`src/rtl/stump_sequencer.sv`:
```
// Stump processor control sequencer.
// Walks each instruction through FETCH, EXECUTE and an optional MEMORY phase,
// then parks in HALT or starts the next fetch. Supports free-run, single-step,
// halt requests and a memory wait timeout that raises a sticky bus error.
module stump_sequencer #(
  parameter logic [7:0] TIMEOUT = 8'd255
) (
  input  logic        clk,
  input  logic        rst_n,
  input  logic        run,
  input  logic        step,
  input  logic        halt_req,
  input  logic        is_ldst,
  input  logic        mem_ready,
  output logic [1:0]  state,
  output logic        mem_req,
  output logic        advance,
  output logic        ir_load,
  output logic        halted,
  output logic        bus_error,
  output logic [15:0] instr_count
);

  typedef enum logic [1:0] {
    S_FETCH   = 2'b00,
    S_EXECUTE = 2'b01,
    S_MEMORY  = 2'b10,
    S_HALT    = 2'b11
  } state_t;

  // The wait counter trips on the cycle it would reach TIMEOUT.
  localparam logic [7:0] LP_LAST_WAIT = TIMEOUT - 8'd1;

  state_t      r_state;
  state_t      w_next;
  logic [7:0]  r_wait_cnt;
  logic        r_step_mode;
  logic        r_bus_error;
  logic [15:0] r_count;
  logic        w_mem_phase;
  logic        w_waiting;
  logic        w_retire;
  logic        w_timeout;
  logic        w_set_step;

  assign w_mem_phase = (r_state == S_FETCH) || (r_state == S_MEMORY);
  assign w_waiting   = w_mem_phase && !mem_ready;

  // Next-state decision: phase progression, retire boundary and timeout abort.
  always_comb begin
    w_next     = r_state;
    w_retire   = 1'b0;
    w_timeout  = 1'b0;
    w_set_step = 1'b0;
    case (r_state)
      S_HALT: begin
        if (!r_bus_error) begin
          if (step) begin
            w_next     = S_FETCH;
            w_set_step = 1'b1;
          end else if (run && !halt_req) begin
            w_next = S_FETCH;
          end
        end
      end
      S_FETCH: begin
        if (mem_ready) begin
          w_next = S_EXECUTE;
        end
      end
      S_EXECUTE: begin
        if (is_ldst) begin
          w_next = S_MEMORY;
        end else begin
          w_retire = 1'b1;
        end
      end
      S_MEMORY: begin
        if (mem_ready) begin
          w_retire = 1'b1;
        end
      end
      default: w_next = S_HALT;
    endcase
    if (w_waiting && (r_wait_cnt == LP_LAST_WAIT)) begin
      w_timeout = 1'b1;
      w_next    = S_HALT;
    end
    if (w_retire) begin
      w_next = (run && !halt_req && !r_step_mode) ? S_FETCH : S_HALT;
    end
  end

  // State register; reset parks the sequencer in HALT and abandons any access.
  always_ff @(posedge clk or negedge rst_n) begin
    if (!rst_n) begin
      r_state <= S_HALT;
    end else begin
      r_state <= w_next;
    end
  end

  // Consecutive memory wait cycles, restarted whenever the phase changes.
  always_ff @(posedge clk or negedge rst_n) begin
    if (!rst_n) begin
      r_wait_cnt <= 8'd0;
    end else if (w_next != r_state) begin
      r_wait_cnt <= 8'd0;
    end else if (w_waiting) begin
      r_wait_cnt <= r_wait_cnt + 8'd1;
    end
  end

  // Sticky bus error; only reset clears it.
  always_ff @(posedge clk or negedge rst_n) begin
    if (!rst_n) begin
      r_bus_error <= 1'b0;
    end else if (w_timeout) begin
      r_bus_error <= 1'b1;
    end
  end

  // Single-step flag: armed by an accepted step, dropped when the instruction retires.
  always_ff @(posedge clk or negedge rst_n) begin
    if (!rst_n) begin
      r_step_mode <= 1'b0;
    end else if (w_set_step) begin
      r_step_mode <= 1'b1;
    end else if (w_retire) begin
      r_step_mode <= 1'b0;
    end
  end

  // Retired instruction counter, wraps naturally at 16 bits.
  always_ff @(posedge clk or negedge rst_n) begin
    if (!rst_n) begin
      r_count <= 16'd0;
    end else if (w_retire) begin
      r_count <= r_count + 16'd1;
    end
  end

  // Output decode; strobes only fire in FETCH/MEMORY when memory answers, or in EXECUTE.
  always_comb begin
    state       = r_state;
    halted      = (r_state == S_HALT);
    bus_error   = r_bus_error;
    instr_count = r_count;
    mem_req     = w_mem_phase;
    ir_load     = (r_state == S_FETCH) && mem_ready;
    advance     = (r_state == S_EXECUTE) || (w_mem_phase && mem_ready);
  end

endmodule

```
`config.mk`:
```
export PLATFORM = sky130hd
export DESIGN_NAME = stump_sequencer
export DESIGN_NICKNAME = d
export VERILOG_FILES = /design/src/rtl/stump_sequencer.sv
export SDC_FILE = /design/constraint.sdc
export NUM_CORES = 1
export LEC_CHECK = 0
export ABC_AREA = 1
export CORE_UTILIZATION = 26
export DETAILED_ROUTE_END_ITERATION = 8
export PLACE_DENSITY = 0.57
export RECOVER_POWER = 25
export SETUP_SLACK_MARGIN = 0.05
export SLEW_MARGIN = 20
export SYNTH_ARGS = -nofsm -noshare
export SYNTH_HDL_FRONTEND = slang
export SYNTH_SLANG_ARGS = --single-unit
```
`constraint.sdc`:
```
create_clock -name clk -period 1.9 [get_ports clk]
set_clock_uncertainty 0.1 [all_clocks]
set_input_delay 0.57 -clock clk [delete_from_list [all_inputs] [get_ports clk]]
set_output_delay 0.57 -clock clk [all_outputs]
set_load 0.02 [all_outputs]
```
==> results of run 1 <==
## synth_stat cells
cell type                  count
sky130_fd_sc_hd__nor2_1       17
sky130_fd_sc_hd__nand2_4       1
sky130_fd_sc_hd__inv_1        21
sky130_fd_sc_hd__dfrtp_1      26
sky130_fd_sc_hd__nand3_1      14
sky130_fd_sc_hd__nand3b_1      1
sky130_fd_sc_hd__or2_2         1
sky130_fd_sc_hd__nand2_2       2
sky130_fd_sc_hd__a21oi_1       2
sky130_fd_sc_hd__nand4_4       1
sky130_fd_sc_hd__nand3_2       1
sky130_fd_sc_hd__inv_6         1
sky130_fd_sc_hd__nor2_4        2
sky130_fd_sc_hd__nand2_1      38
sky130_fd_sc_hd__xnor2_1       9
sky130_fd_sc_hd__o21ai_0       4
sky130_fd_sc_hd__ha_1          7
sky130_fd_sc_hd__nand3_4       1
sky130_fd_sc_hd__dfstp_2       2
sky130_fd_sc_hd__xor2_1       13
sky130_fd_sc_hd__nor2_2        3
sky130_fd_sc_hd__nor3_1        1
sky130_fd_sc_hd__nand4_1       3
## metrics by stage
step	instance area (um2)	power (mW)	setup TNS, ns	worst slack, ns	util, %
5_1_grt	2460	3.27	-3.29	-0.288	44.1
3_5_place_dp	2170	2.18	-9.64	-0.613	39.0
3_3_place_gp	2170	2.17	-8.98	-0.598	39.0
2_1_floorplan	1560	1.56	-0.354	-0.0368	-
4_1_cts	2340	2.83	-1.02	-0.136	41.9
6_report	2460	3.05	-1.56	-0.232	44.1
## kinds of logic after synthesis
| family | count (synthesis) |
|---|---|
| fa+ha+maj | 7 |
| buf+inv | 22 |
| simple gates | 86 |
| xor+xnor | 22 |
| flops | 28 |
| compound gates | 6 |
## final cells by class
| type | instances | area [um2] |
|---|---|---|
| Multi-Input combinational cell | 121 | 912 |
| Timing Repair Buffer | 69 | 589 |
| Tap cell | 72 | 90.1 |
| Clock inverter | 1 | 30.0 |
| Sequential cell | 28 | 703 |
| Fill cell | 550 | 3120 |
| Clock buffer | 3 | 41.3 |
| Inverter | 22 | 92.6 |
## registers in the layout (all words and copies together), names as in the netlist
signal / count
state: 2
bus_error: 1
r_step_mode: 1
r_wait_cnt: 8
instr_count: 16
## where the power goes
group | leakage, nW | switching [mW] | internal, mW | total, mW
Sequential | 0.366 | 0.0827 | 0.699 | 0.781
Combinational | 0.804 | 0.920 | 0.873 | 1.79
Clock | 0.0357 | 0.192 | 0.282 | 0.474
## repair_timing
item                                    CTS  global route
setup buffers                             4             9
pin swaps                                13            20
endpoints found under the setup margin   41            25
gates resized for setup                  71            30
## metal layers
layer / vias to the layer above / wire (um) / GRT usage (%) / part of all wire [%]
met3: 2 / 102 / 1.74 / 3.2
li1: 679 / - / - / -
met2: 14 / 1560 / 18.3 / 49
met4: 0 / 17 / 3.33 / 0.54
met5: - / 0 / 0 / 0
met1: 598 / 1500 / 12.7 / 47
## worst paths after layout
kind | start | to | slack [ns] | cells after the start
setup / recovery | state[1]$_DFF_PN1_ | mem_req | -0.23 | 6
hold / removal | instr_count[15]$_DFFE_PN0P_ | instr_count[15]$_DFFE_PN0P_ | 0.36 | 1
setup reg to reg | state[1]$_DFF_PN1_ | r_wait_cnt[3]$_DFFE_PN0P_ | -0.14 | 14
hold reg to reg | instr_count[15]$_DFFE_PN0P_ | instr_count[15]$_DFFE_PN0P_ | 0.36 | 1
max in group asynchronous | rst_n | r_wait_cnt[1]$_DFFE_PN0P_ | 0.49 | 2
min in group asynchronous | rst_n | instr_count[0]$_DFFE_PN0P_ | 0.77 | 2
==> run summary, run 1 <==
The normalized max-slew margin came out at 53.6%. Counting every instance in the synthesized netlist gives 171. The leakage power of the design came out at 1.21 nW. The region available for standard cell placement spans 5570 um2.

The die height came out at 78.7 um. The slowest stage of the critical path is the sky130_fd_sc_hd__dfstp_2 cell. The tightest hold path in the finished design has a slack of 0.363 ns.

The capturing element type of the critical path is an output port. The total power per unit cell area came out at 1240 nW/um2. The worst stage delay on the critical path came out at 0.59 ns. The area of the die came out at 6190 um2. The number of design-rule violations left by the first detailed-router iteration came out at 35. STA classifies the critical path startpoint as a flip-flop. Derived from the worst setup path, the maximum achievable clock frequency is 0.469 GHz.

The total routing resource utilization after global routing is 10.4%. The average routed wire per standard cell came out at 10.1 um. The number of iterations in the first detailed-routing pass came out at 3. No sink is reached through more buffers than the 2 on the longest clock path. The number of rows in the core area came out at 27. The number of max-capacitance violations reported is 0. After synthesis, the cell types taking the most area are sky130_fd_sc_hd__dfrtp_1 (43%), sky130_fd_sc_hd__nand2_1 (9.3%), sky130_fd_sc_hd__xor2_1 (7.4%). The worst setup path is of the flip-flop to output port kind.

By area, the combinational part of the netlist is dominated by simple AND/OR/NAND/NOR gates. The XOR/XNOR share of the synthesized area is 12.6%. Using the TritonRoute via totals, the vias-per-cell ratio works out to 4.09. The portion of synthesized cell area occupied by the leading cell type came out at 42.6%. The total number of vias is 1,293. The worst path in the final design needs a cycle of 2.13 ns, including I/O delays and setup.

The register bit count reported by yosys is 28. The mapped netlist covers 1530 um2. The sequential cell area fraction in the yosys report came out at 46.0%. For the worst setup path, the data required time is 1.23 ns. The routability congestion estimate from global placement came out at 0.746.

The run finished, with violations left. After clock tree synthesis, the clock-pin slew on the worst setup and hold paths is 0.10 ns. After Yosys synthesis, full adders, half adders and majority gates account for 5.73% of the synthesized area. The post-detailed-placement half-perimeter wirelength came out at 2270 um. In this run the worst hold path is classified as flip-flop to flip-flop. Measured against the total synthesized area, the mux share comes to 0%. The first-pass GRT wire length came out at 5060 um. Setup repair after global routing could not meet its margin everywhere. The number of failing setup endpoints in the final timing report came out at 16.

The clock sink total is 28. The number of global-route vias before repair is 1,197. The maximum vdd ir drop came out at 518 uV.

TritonCTS built the clock tree. The non-filler instance count after layout came out at 316. For this run, the number of Yosys warnings is 0.

The cell occurring most often along the worst timing path is sky130_fd_sc_hd__inv_2. The arrival time at the worst endpoint came out at 1.46 ns. The clock network latency to the later pin of the worst-skew pair is 0.27 ns. The initial cell density of the core came out at 27.4%. The compound-cell area share of the yosys netlist is 1.96%. The signal on the critical path passes through inv_2 > ha_4 > nor2_4 > buf_4 > inv_2 > buf_6.

The number of placed I/O pins came out at 30. The number of input and output port buffers inserted is 29. Leaving out fill and tap cells, the most frequent cell in the layout is sky130_fd_sc_hd__buf_4. After detailed routing, the number of remaining DRC violations is 0. The library cells used most frequently in the layout, excluding fill and tap cells, are sky130_fd_sc_hd__buf_4 (33), sky130_fd_sc_hd__nand2_1 (27), sky130_fd_sc_hd__dfrtp_1 (26). The chip width is 78.7 um. The checks that failed: negative setup slack. The post-synthesis net count came out at 185.

The minimum setup slack in the final design is -0.232 ns. The H-tree depth reported by CTS is 1. The final wirelength came out at 3180 um. The count of nets left with antenna violations once routing finished came out at 0.

Entering global routing, the biggest net connects 29 pins. Relative to the synthesized area, the layout overhead comes to 60.8%. The antenna diode instance count came out at 0.

The number of clock buffers added by TritonCTS is 3. The total of hold buffers inserted after clock tree synthesis came out at 0. Together, buffers and inverters on the worst path number 4. After synthesis, the netlist uses 23 different library cells. The clock tree root buffer cell is sky130_fd_sc_hd__clkbuf_8. The fraction of the mapped netlist area in simple logic gates came out at 28.0%. In this run the mean area of a mapped cell was 8.94 um2. The share of cells above drive strength 1 is 41.0%. The number of nets in the finished design is 259. Broken down by cell family, the worst path's largest delay share belongs to flip-flops. The number of antenna violations at the first check in global routing is 0. In this run, placement finished with an instance count of 302. The maximum net fanout on the critical path is 4. Summed over all instances, the cell type with the most area after synthesis is sky130_fd_sc_hd__dfrtp_1. Global routing finished with a remaining overflow of 0. The number of pins with negative max-slew slack in the final report came to 0. The actual slew at the worst max-slew pin came out at 0.696 ns. The final clock period utilization by the worst path came out at 112%. The number of endpoints with negative hold slack in the final report came to 0.
No activity file was read; power rests on OpenSTA's default activity.
==> inputs of run 2 (changes only) <==
--- a/config.mk
+++ b/config.mk
@@ -11,7 +11,7 @@
 export PLACE_DENSITY = 0.57
 export RECOVER_POWER = 25
 export SETUP_SLACK_MARGIN = 0.05
-export SLEW_MARGIN = 20
+export SLEW_MARGIN = 5
 export SYNTH_ARGS = -nofsm -noshare
 export SYNTH_HDL_FRONTEND = slang
 export SYNTH_SLANG_ARGS = --single-unit
==> results of run 2 <==
Final layout, timing and power as in run 1 (identical DEF).
==> inputs of run 3 (changes only) <==
--- a/config.mk
+++ b/config.mk
@@ -6,9 +6,9 @@
 export NUM_CORES = 1
 export LEC_CHECK = 0
 export ABC_AREA = 1
-export CORE_UTILIZATION = 26
+export CORE_UTILIZATION = 46
 export DETAILED_ROUTE_END_ITERATION = 8
-export PLACE_DENSITY = 0.57
+export PLACE_DENSITY = 0.85
 export RECOVER_POWER = 25
 export SETUP_SLACK_MARGIN = 0.05
 export SLEW_MARGIN = 5
==> run 3 against run 2 <==
The run still ends with negative setup slack left. Clock power fell by 38%. Via count up 17%. Routed wire length is 52% higher. Fmax decreased by 6.0%. Global-route usage rose by 14 points. Sequential share of layout area decreased by 0.68 points. Critical path depth grew 9. Combinational power grew 20%. Design area is 2.8% higher. Worst setup slack got worse by 0.14 ns. Non-clock buffer count up 7.
==> run summary, run 3 (same netlist as run 1, synthesis figures left out) <==
Run status: complete, but fails checks (unchanged). Violated checks: negative setup slack (unchanged). The routed length on met2 came out at 2410 um (was 1560 um). The first-pass GRT wire length came out at 6170 um (was 5060 um). The minimum setup slack in the final design is -0.368 ns (was -0.232 ns). The post-route minimum period was 2.27 ns (was 2.13 ns). The post-CTS clock slew at the launch and capture registers of the worst setup and hold paths is 0.14 ns (was 0.10 ns). The worst flop-to-flop path startpoint is state[1]$_DFF_PN1_ (unchanged). The total power per unit cell area was 1280 nW/um2 (was 1240 nW/um2). The number of iterations in the first detailed-routing pass is 4 (was 3). The maximum net fanout on the critical path is 8 (was 4). The number of rows in the core area came out at 20 (was 27).

The total number of vias was 1,512 (was 1,293). The number of global-route vias before repair came to 1,382 (was 1,197). The placement-stage cell area came out at 2120 um2 (was 2170 um2). The part of the total power dissipated in combinational logic came out at 66.4% (was 58.8%). The number of pins with negative max-slew slack in the final report came out at 0 (unchanged). The number of cells on the worst reg-to-reg path is 15 (was 14). The met3 routed wirelength came out at 242 um (was 102 um). The routed metal-1 wire length was 1920 um (was 1500 um). The average routed wire per standard cell came out at 16.3 um (was 10.1 um).

The routability congestion estimate from global placement came out at 0.823 (was 0.746). The worst stage delay on the critical path is 0.61 ns (was 0.59 ns). The required time of the critical path is 2.08 ns (was 1.23 ns). The total core area was 3100 um2 (was 5570 um2).

The layout-stage area growth over the synthesis result was 65.3% (was 60.8%). The chip width is 59.7 um (was 78.7 um). The buffer depth of the longest clock path came out at 2 (unchanged).

The largest delay contributor family on the critical path was simple AND/OR/NAND/NOR gates (was flip-flops). The final clock period utilization by the worst path came out at 119% (was 112%). The clock tree root buffer cell is sky130_fd_sc_hd__clkbuf_4 (was sky130_fd_sc_hd__clkbuf_8). The final wirelength came out at 4820 um (was 3180 um). The H-tree depth reported by CTS came out at 1 (unchanged). The total internal power is 1.82 mW (was 1.85 mW).

The number of remaining DRC errors is 0 (unchanged). The most common cell after layout, fill and taps aside is sky130_fd_sc_hd__nand2_1 (was sky130_fd_sc_hd__buf_4). The number of max-capacitance violations reported came out at 0 (unchanged). The normalized max-slew margin came out at 55.4% (was 53.6%). The uppermost layer routed is met4 (unchanged). The accumulated negative setup slack came to -5.59 ns (was -1.56 ns).

The post-route antenna net violation count was 0 (unchanged). The number of antenna violations at the first check in global routing came out at 0 (unchanged). The number of buffers and inverters on the critical path came out at 3 (was 4). The number of endpoints with negative hold slack in the final report came out at 0 (unchanged).

The hold path depth came to 1 (unchanged). The CTS tree was built (unchanged). The cell with the largest stage delay on the worst path was sky130_fd_sc_hd__dfstp_2 (unchanged). The die height is 59.7 um (was 78.7 um). The type of origin of the critical path is a flip-flop (unchanged). The clock sink total is 28 (unchanged).

The clock network latency to the later pin of the worst-skew pair was 0.34 ns (was 0.27 ns). The source of the worst hold timing path was instr_count[15]$_DFFE_PN0P_ (unchanged). The capturing element type of the critical path is a flip-flop (was output port). The number of failing setup endpoints in the final timing report was 29 (was 16). The post-detailed-placement half-perimeter wirelength is 2370 um (was 2270 um). The initial cell density of the core came out at 49.3% (was 27.4%).

Critical-path cell list: buf_6 > ha_4 > nor2_4 > buf_6 > nor2_4 > nand3_2 > nand2_1 > inv_1 > nand2_1 > nand2_2 > nand2_4 > nand2_4 > nand2_4 > nand3_4 > nor2_2 (was inv_2 > ha_4 > nor2_4 > buf_4 > inv_2 > buf_6). The maximum achievable frequency is 0.441 GHz (was 0.469 GHz). The number of nets in the finished design came out at 266 (was 259). The arrival time at the worst endpoint was 2.45 ns (was 1.46 ns). The reg2reg setup slack is -0.37 ns (was -0.14 ns). The terminus of the critical flop-to-flop path is r_wait_cnt[7]$_DFFE_PN0P_ (was r_wait_cnt[3]$_DFFE_PN0P_). The actual slew at the worst max-slew pin is 0.669 ns (was 0.696 ns). The total routing resource utilization after global routing was 23.9% (was 10.4%). The category of the most critical setup path was flip-flop to flip-flop (was flip-flop to output port).

The number of placed I/O pins came out at 30 (unchanged). The antenna diode instance count came to 0 (unchanged). The number of design-rule violations left by the first detailed-router iteration is 99 (was 35). The worst min-delay path endpoint is instr_count[15]$_DFFE_PN0P_ (unchanged). The class of the tightest hold or removal check is flip-flop to flip-flop (unchanged). The largest net degree at the start of global routing came out at 29 (unchanged). Highest-count cells in the layout ignoring fill and taps: sky130_fd_sc_hd__nand2_1 (29), sky130_fd_sc_hd__buf_4 (28), sky130_fd_sc_hd__dfrtp_1 (24) (was sky130_fd_sc_hd__buf_4 (33), sky130_fd_sc_hd__nand2_1 (27), sky130_fd_sc_hd__dfrtp_1 (26)). The finished layout cell area came to 2530 um2 (was 2460 um2). The portion of total power attributed to the clock network is 9.0% (was 15.6%). The maximum vdd ir drop was 739 uV (was 518 uV). The switching part of the total came out at 43.9% (was 39.2%). The number of flip-flops under the largest register name came out at 16 (unchanged).

The area of the die is 3560 um2 (was 6190 um2). The share of cells above drive strength 1 was 41.8% (was 41.0%). The sequential share of power came out at 24.6% (was 25.6%). The worst-case setup slack after placement came out at -0.631 ns (was -0.613 ns). The leakage power of the design is 1.23 nW (was 1.21 nW).

The cell occurring most often along the worst timing path is sky130_fd_sc_hd__nand2_4 (was sky130_fd_sc_hd__inv_2). Setup repair after global routing missed its margin: true (unchanged). The total net switching power came out at 1.42 mW (was 1.20 mW). The number of buffers added by the clock tree synthesis step came out at 3 (unchanged). The vias per cell was 5.13 (was 4.09). The residual overflow from global routing is 0 (unchanged). The number of input and output port buffers inserted came out at 29 (unchanged).
-- run 3: cell count changes in the layout (fill, tap and decap cells not counted), moves of 4 or more --
cell                      change
sky130_fd_sc_hd__nor2_2       -7
sky130_fd_sc_hd__nand2_2      -6
sky130_fd_sc_hd__nor2_1       +5
sky130_fd_sc_hd__nand2_4      +4
sky130_fd_sc_hd__buf_6       +12
sky130_fd_sc_hd__buf_4        -5
-- run 3: cell type report --
cell class / count / area, um2
Inverter: 22 / 92.6
Tap cell: 44 / 55.1
Multi-Input combinational cell: 121 / 947
Fill cell: 174 / 576
Timing Repair Buffer: 76 / 691
Clock buffer: 4 / 36.3
Sequential cell: 28 / 706
-- run 3: power by group through the flow --
stage | clock network, mW | logic [mW] | registers [mW]
after floorplan | 0 | 0.675 | 0.885
after global placement | 0 | 1.34 | 0.796
after detailed placement | 0 | 1.38 | 0.803
after CTS | 0.303 | 1.69 | 0.782
after global routing | 0.315 | 2.27 | 0.805
final | 0.293 | 2.15 | 0.799
-- run 3: routing by layer --
layer  global-route usage (%)  vias to the layer above
met1                     26.0                      717
li1                         -                      691
met3                     5.19                       29
met5                        0                        -
met2                     42.9                       75
met4                     13.3                        0
-- run 3: through the flow --
stage / util (%) / power, mW / hold slack (ns) / std cells
after floorplan: - / 1.56 / 0.174 / 171
after global placement: 68.3 / 2.14 / 0.358 / 273
after detailed placement: 68.3 / 2.18 / 0.365 / 273
after CTS: 75.3 / 2.77 / 0.378 / 288
after global routing: 81.5 / 3.39 / 0.420 / 295
final: 81.5 / 3.25 / 0.407 / 295
-- run 3: how the worst max path moves through the flow --
stage               cells after the start                from                        end
floorplan                              13  state[1]$_DFF_PN1_  r_wait_cnt[0]$_DFFE_PN0P_
global placement                        4           mem_ready                    advance
detailed placement                      4           mem_ready                    advance
CTS                                     5  state[0]$_DFF_PN1_                    mem_req
global route                           15  state[1]$_DFF_PN1_  r_wait_cnt[7]$_DFFE_PN0P_
finish                                 15  state[1]$_DFF_PN1_  r_wait_cnt[7]$_DFFE_PN0P_
-- run 3: what timing repair did --
item                       in CTS  in global routing
buffers inserted               11                 11
hold endpoints to repair        0                  0
hold buffers                    0                  0
pin swaps                      19                 30
setup endpoints to repair      42                 38
resized for setup              81                 41
